===== config.mk =====
export PLATFORM = sky130hd
export DESIGN_NAME = muldiv_unit
export DESIGN_NICKNAME = d
export VERILOG_FILES = /design/src/rtl/muldiv_pkg.sv /design/src/rtl/muldiv_divider.sv /design/src/rtl/muldiv_unit.sv
export SDC_FILE = /design/constraint.sdc
export NUM_CORES = 1
export LEC_CHECK = 0
export CORE_MARGIN = 4
export CORE_UTILIZATION = 55
export CTS_BUF_LIST = sky130_fd_sc_hd__clkbuf_4 sky130_fd_sc_hd__clkbuf_8 sky130_fd_sc_hd__clkbuf_16
export DETAILED_ROUTE_END_ITERATION = 8
export PLACE_DENSITY = 0.81
export SYNTH_ARGS = -nofsm -noshare
export SYNTH_HDL_FRONTEND = slang
export SYNTH_SLANG_ARGS = --single-unit
export TNS_END_PERCENT = 100

===== constraint.sdc =====
create_clock -name clk -period 6.9 [get_ports clk]
set_clock_uncertainty 0.1 [all_clocks]
set_input_delay 1.035 -clock clk [delete_from_list [all_inputs] [get_ports clk]]
set_output_delay 1.035 -clock clk [all_outputs]
set_load 0.01 [all_outputs]

===== src/rtl/muldiv_pkg.sv =====
// Shared op codes, FSM encoding and sign helper for the HI/LO multiply/divide unit.
package muldiv_pkg;

  // Widest operand the sign helper handles; callers zero-extend in and truncate out.
  localparam int MAGW = 256;

  localparam logic [2:0] OP_MULT  = 3'd0;
  localparam logic [2:0] OP_MULTU = 3'd1;
  localparam logic [2:0] OP_DIV   = 3'd2;
  localparam logic [2:0] OP_DIVU  = 3'd3;
  localparam logic [2:0] OP_MTHI  = 3'd4;
  localparam logic [2:0] OP_MTLO  = 3'd5;

  typedef enum logic {ST_IDLE = 1'b0, ST_RUN = 1'b1} state_e;

  // Conditional two's-complement negate; with neg = sign bit this yields the magnitude.
  function automatic logic [MAGW-1:0] twos_mag(input logic [MAGW-1:0] v, input logic neg);
    return neg ? (~v + MAGW'(1)) : v;
  endfunction

endpackage


===== src/rtl/muldiv_divider.sv =====
// Unsigned radix-2 restoring divide core: one quotient bit per clock, first bit on load.
module muldiv_divider #(
  parameter int WIDTH = 32
) (
  input  logic             clk,
  input  logic             resetn,
  input  logic             load,
  input  logic [WIDTH-1:0] dividend,
  input  logic [WIDTH-1:0] divisor,
  output logic [WIDTH-1:0] quotient,
  output logic [WIDTH-1:0] remainder
);

  logic [WIDTH-1:0] q_q, r_q, d_q, q_d, r_d, d_d;
  logic [WIDTH-1:0] src_q, src_r;
  logic [WIDTH:0]   trial, diff;
  logic             ge;

  // The core free-runs; the parent samples it exactly WIDTH steps after load.
  always_comb begin
    src_r = load ? '0 : r_q;
    src_q = load ? dividend : q_q;
    d_d   = load ? divisor : d_q;
    trial = {src_r, src_q[WIDTH-1]};
    diff  = trial - {1'b0, d_d};
    ge    = trial >= {1'b0, d_d};
    r_d   = ge ? diff[WIDTH-1:0] : trial[WIDTH-1:0];
    q_d   = {src_q[WIDTH-2:0], ge};
  end

  always_ff @(posedge clk or negedge resetn) begin
    if (!resetn) begin
      q_q <= '0;
      r_q <= '0;
      d_q <= '0;
    end else begin
      q_q <= q_d;
      r_q <= r_d;
      d_q <= d_d;
    end
  end

  assign quotient  = q_q;
  assign remainder = r_q;

endmodule


===== src/rtl/muldiv_unit.sv =====
// Iterative multiply/divide unit owning HI/LO, with start/busy/done handshake.
// Define MULDIV_FAST_MUL_EN for a single-cycle combinational multiply path.
module muldiv_unit
  import muldiv_pkg::*;
#(
  parameter int WIDTH = 32
) (
  input  logic             clk,
  input  logic             resetn,
  input  logic             start,
  input  logic [2:0]       op,
  input  logic [WIDTH-1:0] a,
  input  logic [WIDTH-1:0] b,
  input  logic             flush,
  output logic             busy,
  output logic             done,
  output logic [WIDTH-1:0] hi,
  output logic [WIDTH-1:0] lo
);

  localparam int CW = $clog2(WIDTH) + 1;

  state_e             state_q;
  logic [CW-1:0]      cnt_q;
  logic               busy_q, done_q, is_div_q, neg_q, rneg_q, bzero_q;
  logic [WIDTH-1:0]   hi_q, lo_q, mcand_q;
  logic [2*WIDTH-1:0] prod_q, prod_ld, prod_fix;
  logic [WIDTH-1:0]   mag_a, mag_b, quo, rem, quo_fix, rem_fix;
  logic               accept, sgn, sa, sb, finish;

  function automatic logic [2*WIDTH-1:0] mul_step(input logic [2*WIDTH-1:0] p,
                                                  input logic [WIDTH-1:0]   m);
    logic [WIDTH:0] up;
    up = {1'b0, p[2*WIDTH-1:WIDTH]} + (p[0] ? {1'b0, m} : '0);
    return {up, p[WIDTH-1:1]};
  endfunction

  assign accept = start && !busy_q && !flush;
  assign sgn    = (op == OP_MULT) || (op == OP_DIV);
  assign sa     = sgn & a[WIDTH-1];
  assign sb     = sgn & b[WIDTH-1];
  assign mag_a  = WIDTH'(twos_mag(MAGW'(a), sa));
  assign mag_b  = WIDTH'(twos_mag(MAGW'(b), sb));

`ifdef MULDIV_FAST_MUL_EN
  assign prod_ld = {{WIDTH{1'b0}}, mag_a} * {{WIDTH{1'b0}}, mag_b};
  assign finish  = !is_div_q || (cnt_q == CW'(WIDTH));
`else
  // The first shift-add step happens on the accept edge, so WIDTH-1 remain in RUN.
  assign prod_ld = mul_step({{WIDTH{1'b0}}, mag_b}, mag_a);
  assign finish  = (cnt_q == CW'(WIDTH));
`endif

  muldiv_divider #(.WIDTH(WIDTH)) u_div (
    .clk       (clk),
    .resetn    (resetn),
    .load      (accept),
    .dividend  (mag_a),
    .divisor   (mag_b),
    .quotient  (quo),
    .remainder (rem)
  );

  // Divide-by-zero: the restoring core already leaves |a| in the remainder.
  assign prod_fix = (2*WIDTH)'(twos_mag(MAGW'(prod_q), neg_q));
  assign quo_fix  = bzero_q ? '1 : WIDTH'(twos_mag(MAGW'(quo), neg_q));
  assign rem_fix  = WIDTH'(twos_mag(MAGW'(rem), rneg_q));

  always_ff @(posedge clk or negedge resetn) begin
    if (!resetn) begin
      state_q  <= ST_IDLE;
      cnt_q    <= '0;
      busy_q   <= 1'b0;
      done_q   <= 1'b0;
      is_div_q <= 1'b0;
      neg_q    <= 1'b0;
      rneg_q   <= 1'b0;
      bzero_q  <= 1'b0;
      mcand_q  <= '0;
      prod_q   <= '0;
      hi_q     <= '0;
      lo_q     <= '0;
    end else begin
      done_q <= 1'b0;
      case (state_q)
        ST_IDLE: begin
          if (accept) begin
            case (op)
              OP_MTHI: hi_q <= a;
              OP_MTLO: lo_q <= a;
              OP_MULT, OP_MULTU, OP_DIV, OP_DIVU: begin
                state_q  <= ST_RUN;
                busy_q   <= 1'b1;
                cnt_q    <= CW'(1);
                is_div_q <= op[1];
                neg_q    <= sa ^ sb;
                rneg_q   <= sa;
                bzero_q  <= (b == '0);
                mcand_q  <= mag_a;
                prod_q   <= prod_ld;
              end
              default: ;
            endcase
          end
        end
        ST_RUN: begin
          if (flush) begin
            state_q <= ST_IDLE;
            busy_q  <= 1'b0;
            cnt_q   <= '0;
          end else if (finish) begin
            state_q <= ST_IDLE;
            busy_q  <= 1'b0;
            done_q  <= 1'b1;
            cnt_q   <= '0;
            if (is_div_q) begin
              hi_q <= rem_fix;
              lo_q <= quo_fix;
            end else begin
              {hi_q, lo_q} <= prod_fix;
            end
          end else begin
            cnt_q  <= cnt_q + CW'(1);
            prod_q <= mul_step(prod_q, mcand_q);
          end
        end
        default: state_q <= ST_IDLE;
      endcase
    end
  end

  assign busy = busy_q;
  assign done = done_q;
  assign hi   = hi_q;
  assign lo   = lo_q;

endmodule


==> results of run 1 <==
## report_power, final
part	switching (mW)	leakage, nW	internal, mW
logic	3.39	5.34	2.58
registers	0.947	3.23	2.36
clock network	0.702	0.553	1.10
total	5.04	9.12	6.04
## registers in the layout (all words and copies together) (netlist names), 6 cells and up
register and count:
prod_q 64, cnt_q 6, mcand_q 32, lo 32, u_div.remainder 32, u_div.d_q 32
hi 32, u_div.quotient 32
## Yosys cell counts (14+ instances only)
cell | number | share of area (%)
a21o_1 | 66 | 2.6
a21oi_1 | 181 | 4.8
a221oi_1 | 14 | 0.65
a22oi_1 | 29 | 1.2
a31oi_1 | 24 | 0.79
and2_1 | 66 | 2.2
clkbuf_1 | 107 | 2.1
dfrtp_1 | 269 | 36
ha_1 | 72 | 4.8
inv_1 | 70 | 1.4
nand2_1 | 219 | 4.3
nand2b_1 | 14 | 0.46
nand3_1 | 40 | 1.1
nand4_1 | 14 | 0.46
nor2_1 | 211 | 4.2
nor2b_1 | 21 | 0.69
nor3_1 | 38 | 1.0
o21ai_0 | 247 | 6.5
o221ai_1 | 19 | 0.88
o31ai_1 | 42 | 1.7
o41ai_1 | 25 | 1.2
or3_1 | 35 | 1.2
or4_1 | 14 | 0.56
xnor2_1 | 126 | 5.8
xor2_1 | 103 | 4.8
## worst max-delay path by stage
stage	slack, ns	endpoint
after floorplan	1.42	u_div.remainder[10]$_DFF_PN0_
after global placement	0.55	u_div.remainder[30]$_DFF_PN0_
after detailed placement	0.56	u_div.remainder[31]$_DFF_PN0_
after CTS	1.08	u_div.remainder[31]$_DFF_PN0_
after global routing	0.59	u_div.remainder[31]$_DFF_PN0_
final	0.99	u_div.remainder[31]$_DFF_PN0_
## cells in the final DEF, fill, tap and decap left out, types with 33 or more instances in the layout
master / count
a21oi_1: 181
nand3_1: 40
inv_1: 70
xor2_1: 103
a21o_1: 66
xnor2_1: 126
nand2_1: 217
o31ai_1: 42
and2_1: 65
nor3_1: 37
clkdlybuf4s50_1: 135
nor2_1: 210
ha_1: 72
or3_1: 35
buf_4: 33
dfrtp_1: 266
o21ai_0: 246
## final cells by class
cell class	count	area [um^2]	share of cell area (%)
multi-input cells	1813	11500	52.8
inverters	71	267	1.22
clock buffers	43	903	4.14
well taps	448	561	2.57
flip-flops and latches	269	6740	30.9
repair buffers	170	1630	7.49
clock inverters	13	210	0.963
## critical path, stage by stage
cell	delay [ns]
clkdlybuf4s50_1	0.53
nor4_1	0.42
nor4b_1	0.29
buf_4	0.18
nand2_1	0.15
or2_2	0.41
nand2b_1	0.23
o21ai_0	0.19
nand2_1	0.12
o21a_1	0.27
ha_1	0.23
nor2b_1	0.15
o21bai_1	0.09
a211oi_1	0.30
o2111ai_1	0.22
nand4b_1	0.24
a31oi_1	0.23
o31ai_4	0.36
buf_4	0.27
mux2_2	0.35
## logic make-up after synthesis
group / after synthesis
AO/OA/AOI/OAI: 754
XOR/XNOR: 229
adder cells (fa/ha/maj): 74
buffers and inverters: 194
flip-flops: 269
multiplexers: 24
AND/OR/NAND/NOR: 732
## per-layer routing
| layer | track usage (%) | vias to the layer above | wire (um) |
|---|---|---|---|
| met5 | 0 | - | 0 |
| met4 | 11.6 | 0 | 2440 |
| met3 | 5.11 | 150 | 5890 |
| met2 | 51.8 | 934 | 28900 |
| met1 | 45.4 | 8820 | 26000 |
| li1 | - | 8317 | - |
==> flow_summary.yaml, run 1 <==
placed_design:
  dpl_cell_area_um2: 20700
  port_buffers: 136
  dp_cells: 2771
  dp_hpwl_mm: 46.5
  pre_cts_slack_ns: 0.558
  finalWeightedCongestion: 0.936
power_and_ir_drop:
  totalPowerFinal_mw: 11.1
  max-vdd-ir-drop_uv: 336
  power.density_nw_per_um2: 508
  cellLeakagePower_nw: 9.12
timing:
  hold_viol_final: 0
  tightest_slew_ns: 1.14
  fin_hold_ws_ns: 0.375
  min_period_ns: 5.91
  layout_worst_path_cycle_share_pct: 85.7
  fin_ws_ns: 0.989
  drv_slew: 0
  tns_ns: 0
  rsz0062_at_grt: "no"
  slew_headroom_pct: 24.1
  final-setup-viol-count: 0
  fmax_mhz: 169
routing:
  num_vias: 18221
  wl_per_cell_um: 22.4
  drcViolationCount: 0
  drtIter0Drc: 1935
  via_per_inst: 6.45
  ant_nets: 0
  dr.pass1.iters: 6
  routed_wirelength_mm: 63.3
global_route:
  grt_max_degree: 115
  grt-ovfl-total: 0
  antenna_found_initial: 0
  grt_pass1_vias: 17433
  grt_pass1_wl_mm: 99.0
  grt_usage_pct: 32.5
worst_setup_path:
  startpoint_type: "input port"
  critPathLaunch: "a[2]"
  ff2ff_path_depth: 15
  critPathMaxFanout: 16
  ff2ff_setup_slack_ns: 2.29
  worstReg2RegStart: "busy$_DFFE_PN0P_"
  critical_path_arrival_ns: 6.28
  reg2reg_to: "u_div.remainder[31]$_DFF_PN0_"
  cp-end-kind: "flip-flop"
  crit_type: "in -> reg"
  worstPathRequired_ns: 7.27
floorplanning:
  die_width_um: 194
  fp.dieH_um: 194
  coreArea_um2: 33700
  die_area_um2: 37400
  ioPinCount: 137
  floorplan.initialDensity_pct: 56.2
  rows: 67
min_path:
  holdPathStages: 2
  whs_endpoint: "mcand_q[0]$_DFFE_PN0P_"
  hold_path_startpoint: "mcand_q[0]$_DFFE_PN0P_"
  hp-class: "reg -> reg"
clocking:
  clk_pin_slew_ns: 0.06
  cts_tree: "done"
  cts.htree.levels: 1
  cts.sinks: 269
  clock_path_buffers: 3
  cts-root-buf: "clkbuf_16"
  numCtsBuffers: 31
  hold_buffers: 0
  post-cts-setup-buffer-count: 0
  clk_latency_ns: 0.59
  ctsResizeCount: 0
synthesis:
  synth_edf_count: 0
  ys_types: 83
  synthSimpleGateAreaFrac_pct: 18.6
  ys_seq_elements: 269
  yosys.area_share.adder_pct: 4.97
  postSynthCellCount: 2276
  synth-xor-area-share_pct: 10.6
  yosys_most_used_dff: "dfrtp_1"
  yosysSeqAreaShare_pct: 35.6
  syn-cell-area_um2: 18900
  yosys_warnings: 0
  syn-num-nets: 2421
  async_flop_share_pct: 100
  synth_top_family_by_area: "compound AO/OA/AOI/OAI gates"
  syn_avg_cell_area_um2: 8.32
  synth_mux_area_share_pct: 1.35
  synth_compound_area_share_pct: 25.0
finish:
  syn2layout_area_growth_pct: 15.3
  antenna_cells: 0
  fin_cells: 2827
  final_core_util_pct: 64.8
  nNetsFinal: 2501
  drive_gt1_share_pct: 6.05
  nFillCells: 2818
  design_area_um2: 21800
run_status:
  status: "complete, no violations"
job:
  drv_cap: 0
(Power assumes the default switching activity.)
==> run 2, diff against run 1 <==
CTS_BUF_LIST = sky130_fd_sc_hd__clkbuf_4 sky130_fd_sc_hd__clkbuf_8   (was sky130_fd_sc_hd__clkbuf_4 sky130_fd_sc_hd__clkbuf_8 sky130_fd_sc_hd__clkbuf_16)
CTS_CLUSTER_DIAMETER = 40   (was not set)
==> run 2 against run 1 <==
  * Utilization grew 0.61 points
  * Via count grew 0.75%
  * Sequential power is essentially flat
  * Routed wire length grew 0.72%
  * Final area grew 0.95%
  * Fmax grew 1.2%
  * Highest routed layer unchanged
==> flow_summary.yaml, run 2 (same netlist as run 1, synthesis figures left out) <==
floorplanning:
  die_area_um2: 37400
  fp.dieH_um: 194
  floorplan.initialDensity_pct: 56.2
  die_width_um: 194
  ioPinCount: 137
  rows: 67
  coreArea_um2: 33700
routing:
  wl_per_cell_um: 22.2
  num_vias: 18357
  dr.pass1.iters: 6
  via_per_inst: 6.39
  drtIter0Drc: 1703
  ant_nets: 0
  routed_wirelength_mm: 63.7
  drcViolationCount: 0
finish:
  syn2layout_area_growth_pct: 16.4
  regMostFlops: "prod_q"
  layout_common_cells: "dfrtp_1, o21ai_0, nand2_1, nor2_1, a21oi_1"
  nNetsFinal: 2525
  antenna_cells: 0
  drive_gt1_share_pct: 7.76
  layout_commonest_cell: "dfrtp_1"
  largest_reg_flops: 64
worst_setup_path:
  critPathCapture: "u_div.remainder[26]$_DFF_PN0_"
  worstPathRequired_ns: 7.33
  startpoint_type: "input port"
  worstReg2RegStart: "busy$_DFFE_PN0P_"
  crit_type: "in -> reg"
  ff2ff_setup_slack_ns: 2.26
  critPathMaxFanout: 6
  reg2reg_to: "u_div.remainder[30]$_DFF_PN0_"
  critical_path_arrival_ns: 6.27
  critPathLaunch: "a[2]"
  ff2ff_path_depth: 15
  cp-end-kind: "flip-flop"
timing:
  tightest_slew_ns: 1.14
  rsz0062_at_grt: "no"
  layout_worst_path_cycle_share_pct: 84.6
  hold_viol_final: 0
  min_period_ns: 5.84
  drv_slew: 0
  final-setup-viol-count: 0
  tns_ns: 0
  slew_headroom_pct: 24.0
  fmax_mhz: 171
global_route:
  grt_pass1_vias: 17658
  grt_usage_pct: 33.0
  antenna_found_initial: 0
  grt-ovfl-total: 0
  grt_pass1_wl_mm: 99.7
  grt_max_degree: 115
clocking:
  cts.htree.levels: 2
  ctsResizeCount: 0
  clk_latency_ns: 0.67
  numCtsBuffers: 55
  post-cts-setup-buffer-count: 0
  hold_buffers: 0
  clock_path_buffers: 3
  cts_tree: "done"
  cts-root-buf: "clkbuf_8"
  cts.sinks: 269
  clk_pin_slew_ns: 0.06
power_and_ir_drop:
  power_frac_comb_pct: 52.9
  totalPowerFinal_mw: 11.3
  intPower_mw: 6.15
  power.density_nw_per_um2: 512
  max-vdd-ir-drop_uv: 316
  clock_power_share_pct: 17.7
  switching_power_mw: 5.13
  netSwitchingFraction_pct: 45.5
  cellLeakagePower_nw: 9.25
  seqPwrFrac_pct: 29.3
min_path:
  hp-class: "reg -> reg"
  holdPathStages: 2
run_status:
  status: "complete, no violations"
job:
  drv_cap: 0
placed_design:
  finalWeightedCongestion: 0.936
  dp_hpwl_mm: 46.5
  port_buffers: 136
-- run 2: per-layer routing --
metal / global-route usage (%) / share of wire, %
met1: 45.9 / 41
met2: 52.3 / 46
met3: 5.67 / 9.3
met4: 11.8 / 3.6
met5: 0 / 0
-- run 2: worst min path at each step --
| stage | start | end | slack (ns) |
|---|---|---|---|
| 3_3_place_gp | mcand_q[23]$_DFFE_PN0P_ | mcand_q[23]$_DFFE_PN0P_ | 0.35 |
| 5_1_grt | mcand_q[22]$_DFFE_PN0P_ | mcand_q[22]$_DFFE_PN0P_ | 0.41 |
| 2_1_floorplan | mcand_q[0]$_DFFE_PN0P_ | mcand_q[0]$_DFFE_PN0P_ | 0.34 |
| 3_5_place_dp | mcand_q[22]$_DFFE_PN0P_ | mcand_q[22]$_DFFE_PN0P_ | 0.36 |
| 6_report | mcand_q[23]$_DFFE_PN0P_ | mcand_q[23]$_DFFE_PN0P_ | 0.37 |
| 4_1_cts | mcand_q[22]$_DFFE_PN0P_ | mcand_q[22]$_DFFE_PN0P_ | 0.38 |
-- run 2: per-stage QoR --
step                utilization [%]  hold WS, ns  setup slack [ns]  std cells  cell area, um^2
finish                         65.4        0.370              1.06       2871            22000
global placement               61.5        0.355             0.552       2771            20700
CTS                            65.4        0.375              1.18       2871            22000
detailed placement             61.5        0.363             0.558       2771            20700
floorplan                         -        0.342              1.42       2276            18900
global route                   65.4        0.408             0.728       2871            22000
-- run 2: worst max-delay path, stage by stage --
cell	delay, ns
clkdlybuf4s50_1	0.53
nor4_1	0.42
nor4b_1	0.29
buf_4	0.18
nand2_1	0.14
or2_2	0.40
nand2b_1	0.23
o21ai_0	0.18
nand2_1	0.11
o21a_1	0.27
ha_1	0.24
inv_1	0.07
fa_1	0.23
a211oi_1	0.09
nor2_1	0.19
o41ai_1	0.09
o21ai_0	0.41
a41oi_1	0.30
and2_1	0.29
o31ai_1	0.29
xnor2_1	0.17
a21oi_1	0.09
-- run 2: final cells by class --
class | instances | area [um^2]
sequential | 269 | 6740
clock buffer | 78 | 1010
inverter | 71 | 267
clock inverter | 22 | 309
timing repair buffer | 170 | 1630
fill | 2819 | 11700
tap | 448 | 561
multi-input combinational | 1813 | 11500
-- run 2: power by group through the flow --
stage               clock (mW)  combinational [mW]  sequential [mW]
finish                    2.00                5.97             3.31
global route              2.09                6.53             3.38
CTS                       2.01                5.88             3.25
detailed placement           0                5.84             3.26
global placement             0                5.73             3.23
floorplan                    0                4.15             3.00
==> run 3, diff against run 2 <==
clock period = 5.9 ns   (was 6.9 ns; I/O delays follow)
==> run 3 against run 2 <==
  * Hold slack got worse by 0.24 ns
  * Power rose by 18%
  * Critical path type unchanged
  * Highest routed layer unchanged
  * Critical endpoint is now u_div.remainder[30]$_DFF_PN0_
  * Critical path depth unchanged
  * Global-route usage decreased by 0.083 points
  * Final area increased by 1.5%
  * Sequential share of layout area shrank 0.45 points
  * Routed wire length up 0.84%
  * Clock power grew 18%
  * Sequential power up 18%
==> flow_summary.yaml, run 3 (same netlist as run 1, synthesis figures left out) <==
timing:
  slew_headroom_pct: 17.2
  fin_hold_ws_ns: 0.129
  hold_viol_final: 0
  tightest_slew_ns: 1.24
  fmax_mhz: 185
  final-setup-viol-count: 0
  fin_ws_ns: 0.495
  tns_ns: 0
  min_period_ns: 5.41
  rsz0062_at_grt: "no"
  drv_slew: 0
  layout_worst_path_cycle_share_pct: 91.6
worst_setup_path:
  critPathMaxFanout: 3
  startpoint_type: "input port"
  cp-end-kind: "flip-flop"
  crit_buf_inv: 3
  critPathLaunch: "a[20]"
  critPathSlowestCell: "or4_1"
  worstReg2RegStart: "prod_q[0]$_DFFE_PN0P_"
  critical_path_arrival_ns: 5.82
  crit_chain: "clkdlybuf4s50_1 > or4_1 > or3_1 > or3_1 > nor2_1 > nand2b_1 > o21ai_0 > nand2_1 > o21a_1 > ha_1 > inv_1 > fa_1 > a211oi_1 > nor2_1 > o41ai_1 > o21ai_0 > buf_4 > a31oi_1 > o21ai_0 > a21oi_1 > xnor2_1 > mux2_2"
  cp_top_family: "simple AND/OR/NAND/NOR gates"
  crit_type: "in -> reg"
  worstPathRequired_ns: 6.31
  max_stage_delay_ns: 0.65
  cpMostUsedCell: "o21ai_0"
routing:
  dr.pass1.iters: 5
  wl_per_cell_um: 22.1
  num_vias: 18823
  via_per_inst: 6.46
  routed_wirelength_mm: 64.3
  drtIter0Drc: 2194
  drcViolationCount: 0
  ant_nets: 0
clocking:
  clk_pin_slew_ns: 0.05
  cts_tree: "done"
  clk_latency_ns: 0.66
  clock_path_buffers: 3
  cts-root-buf: "clkbuf_8"
  cts.sinks: 269
  numCtsBuffers: 55
  post-cts-setup-buffer-count: 0
  cts.htree.levels: 2
  hold_buffers: 0
  ctsResizeCount: 0
floorplanning:
  floorplan.initialDensity_pct: 56.2
  ioPinCount: 137
  die_area_um2: 37400
  fp.dieH_um: 194
  coreArea_um2: 33700
  die_width_um: 194
  rows: 67
power_and_ir_drop:
  power_frac_comb_pct: 53.1
  clock_power_share_pct: 17.7
  power.density_nw_per_um2: 596
  max-vdd-ir-drop_uv: 375
  intPower_mw: 7.31
  netSwitchingFraction_pct: 45.2
  seqPwrFrac_pct: 29.2
  cellLeakagePower_nw: 9.45
  switching_power_mw: 6.03
job:
  drv_cap: 0
finish:
  syn2layout_area_growth_pct: 18.1
  regArea_um2: 6740
  layout_commonest_cell: "dfrtp_1"
  nFillCells: 2789
  regMostFlops: "prod_q"
  nNetsFinal: 2564
  drive_gt1_share_pct: 9.33
  antenna_cells: 0
  design_area_um2: 22400
  largest_reg_flops: 64
  multi_input_area_um2: 11500
  layout_common_cells: "dfrtp_1, o21ai_0, nand2_1, nor2_1, a21oi_1"
placed_design:
  pre_cts_slack_ns: 0.0115
  dpl_cell_area_um2: 21000
  finalWeightedCongestion: 0.959
  port_buffers: 136
  dp_hpwl_mm: 46.7
run_status:
  status: "complete, no violations"
global_route:
  grt_pass1_wl_mm: 99.9
  grt_usage_pct: 32.9
  grt_pass1_vias: 17963
  antenna_found_initial: 0
  grt-ovfl-total: 0
  grt_max_degree: 124
min_path:
  hp-class: "in -> async"
-- run 3: worst paths after layout --
check / cells past startpoint / to / slack, ns
max: 22 / u_div.remainder[30]$_DFF_PN0_ / 0.49
min: 1 / u_div.d_q[25]$_DFF_PN0_ / 0.13
max reg2reg: 12 / prod_q[62]$_DFFE_PN0P_ / 1.45
min reg2reg: 2 / mcand_q[24]$_DFFE_PN0P_ / 0.38
max in group asynchronous: 2 / neg_q$_DFFE_PN0P_ / 4.11
min in group clk: 2 / mcand_q[24]$_DFFE_PN0P_ / 0.38
-- run 3: power groups by stage --
stage	Combinational (mW)	Clock [mW]	Sequential (mW)
4_1_cts	6.95	2.38	3.83
5_1_grt	7.71	2.47	3.98
3_3_place_gp	6.72	0	3.80
2_1_floorplan	4.85	0	3.51
3_5_place_dp	6.87	0	3.85
6_report	7.08	2.36	3.90
-- run 3: layout make-up --
cell class	instances	area share [%]
Clock buffer	82	4.66
Clock inverter	21	1.37
Inverter	71	1.19
Multi-Input combinational cell	1813	51.5
Sequential cell	269	30.1
Tap cell	448	2.51
Timing Repair Buffer	209	8.67
-- run 3: layer usage --
layer,wire (um),vias up,global-route usage [%]
met5,0,-,0
met4,3270,0,15.5
met3,6390,208,5.95
met2,28900,1060,51.3
met1,25600,9089,44.8
li1,-,8466,-
-- run 3: per-stage QoR --
step	std cells	utilization, %	total power, mW
finish	2913	66.4	13.3
global route	2913	66.4	14.2
CTS	2913	66.4	13.2
detailed placement	2810	62.4	10.7
global placement	2810	62.4	10.5
floorplan	2276	-	8.36
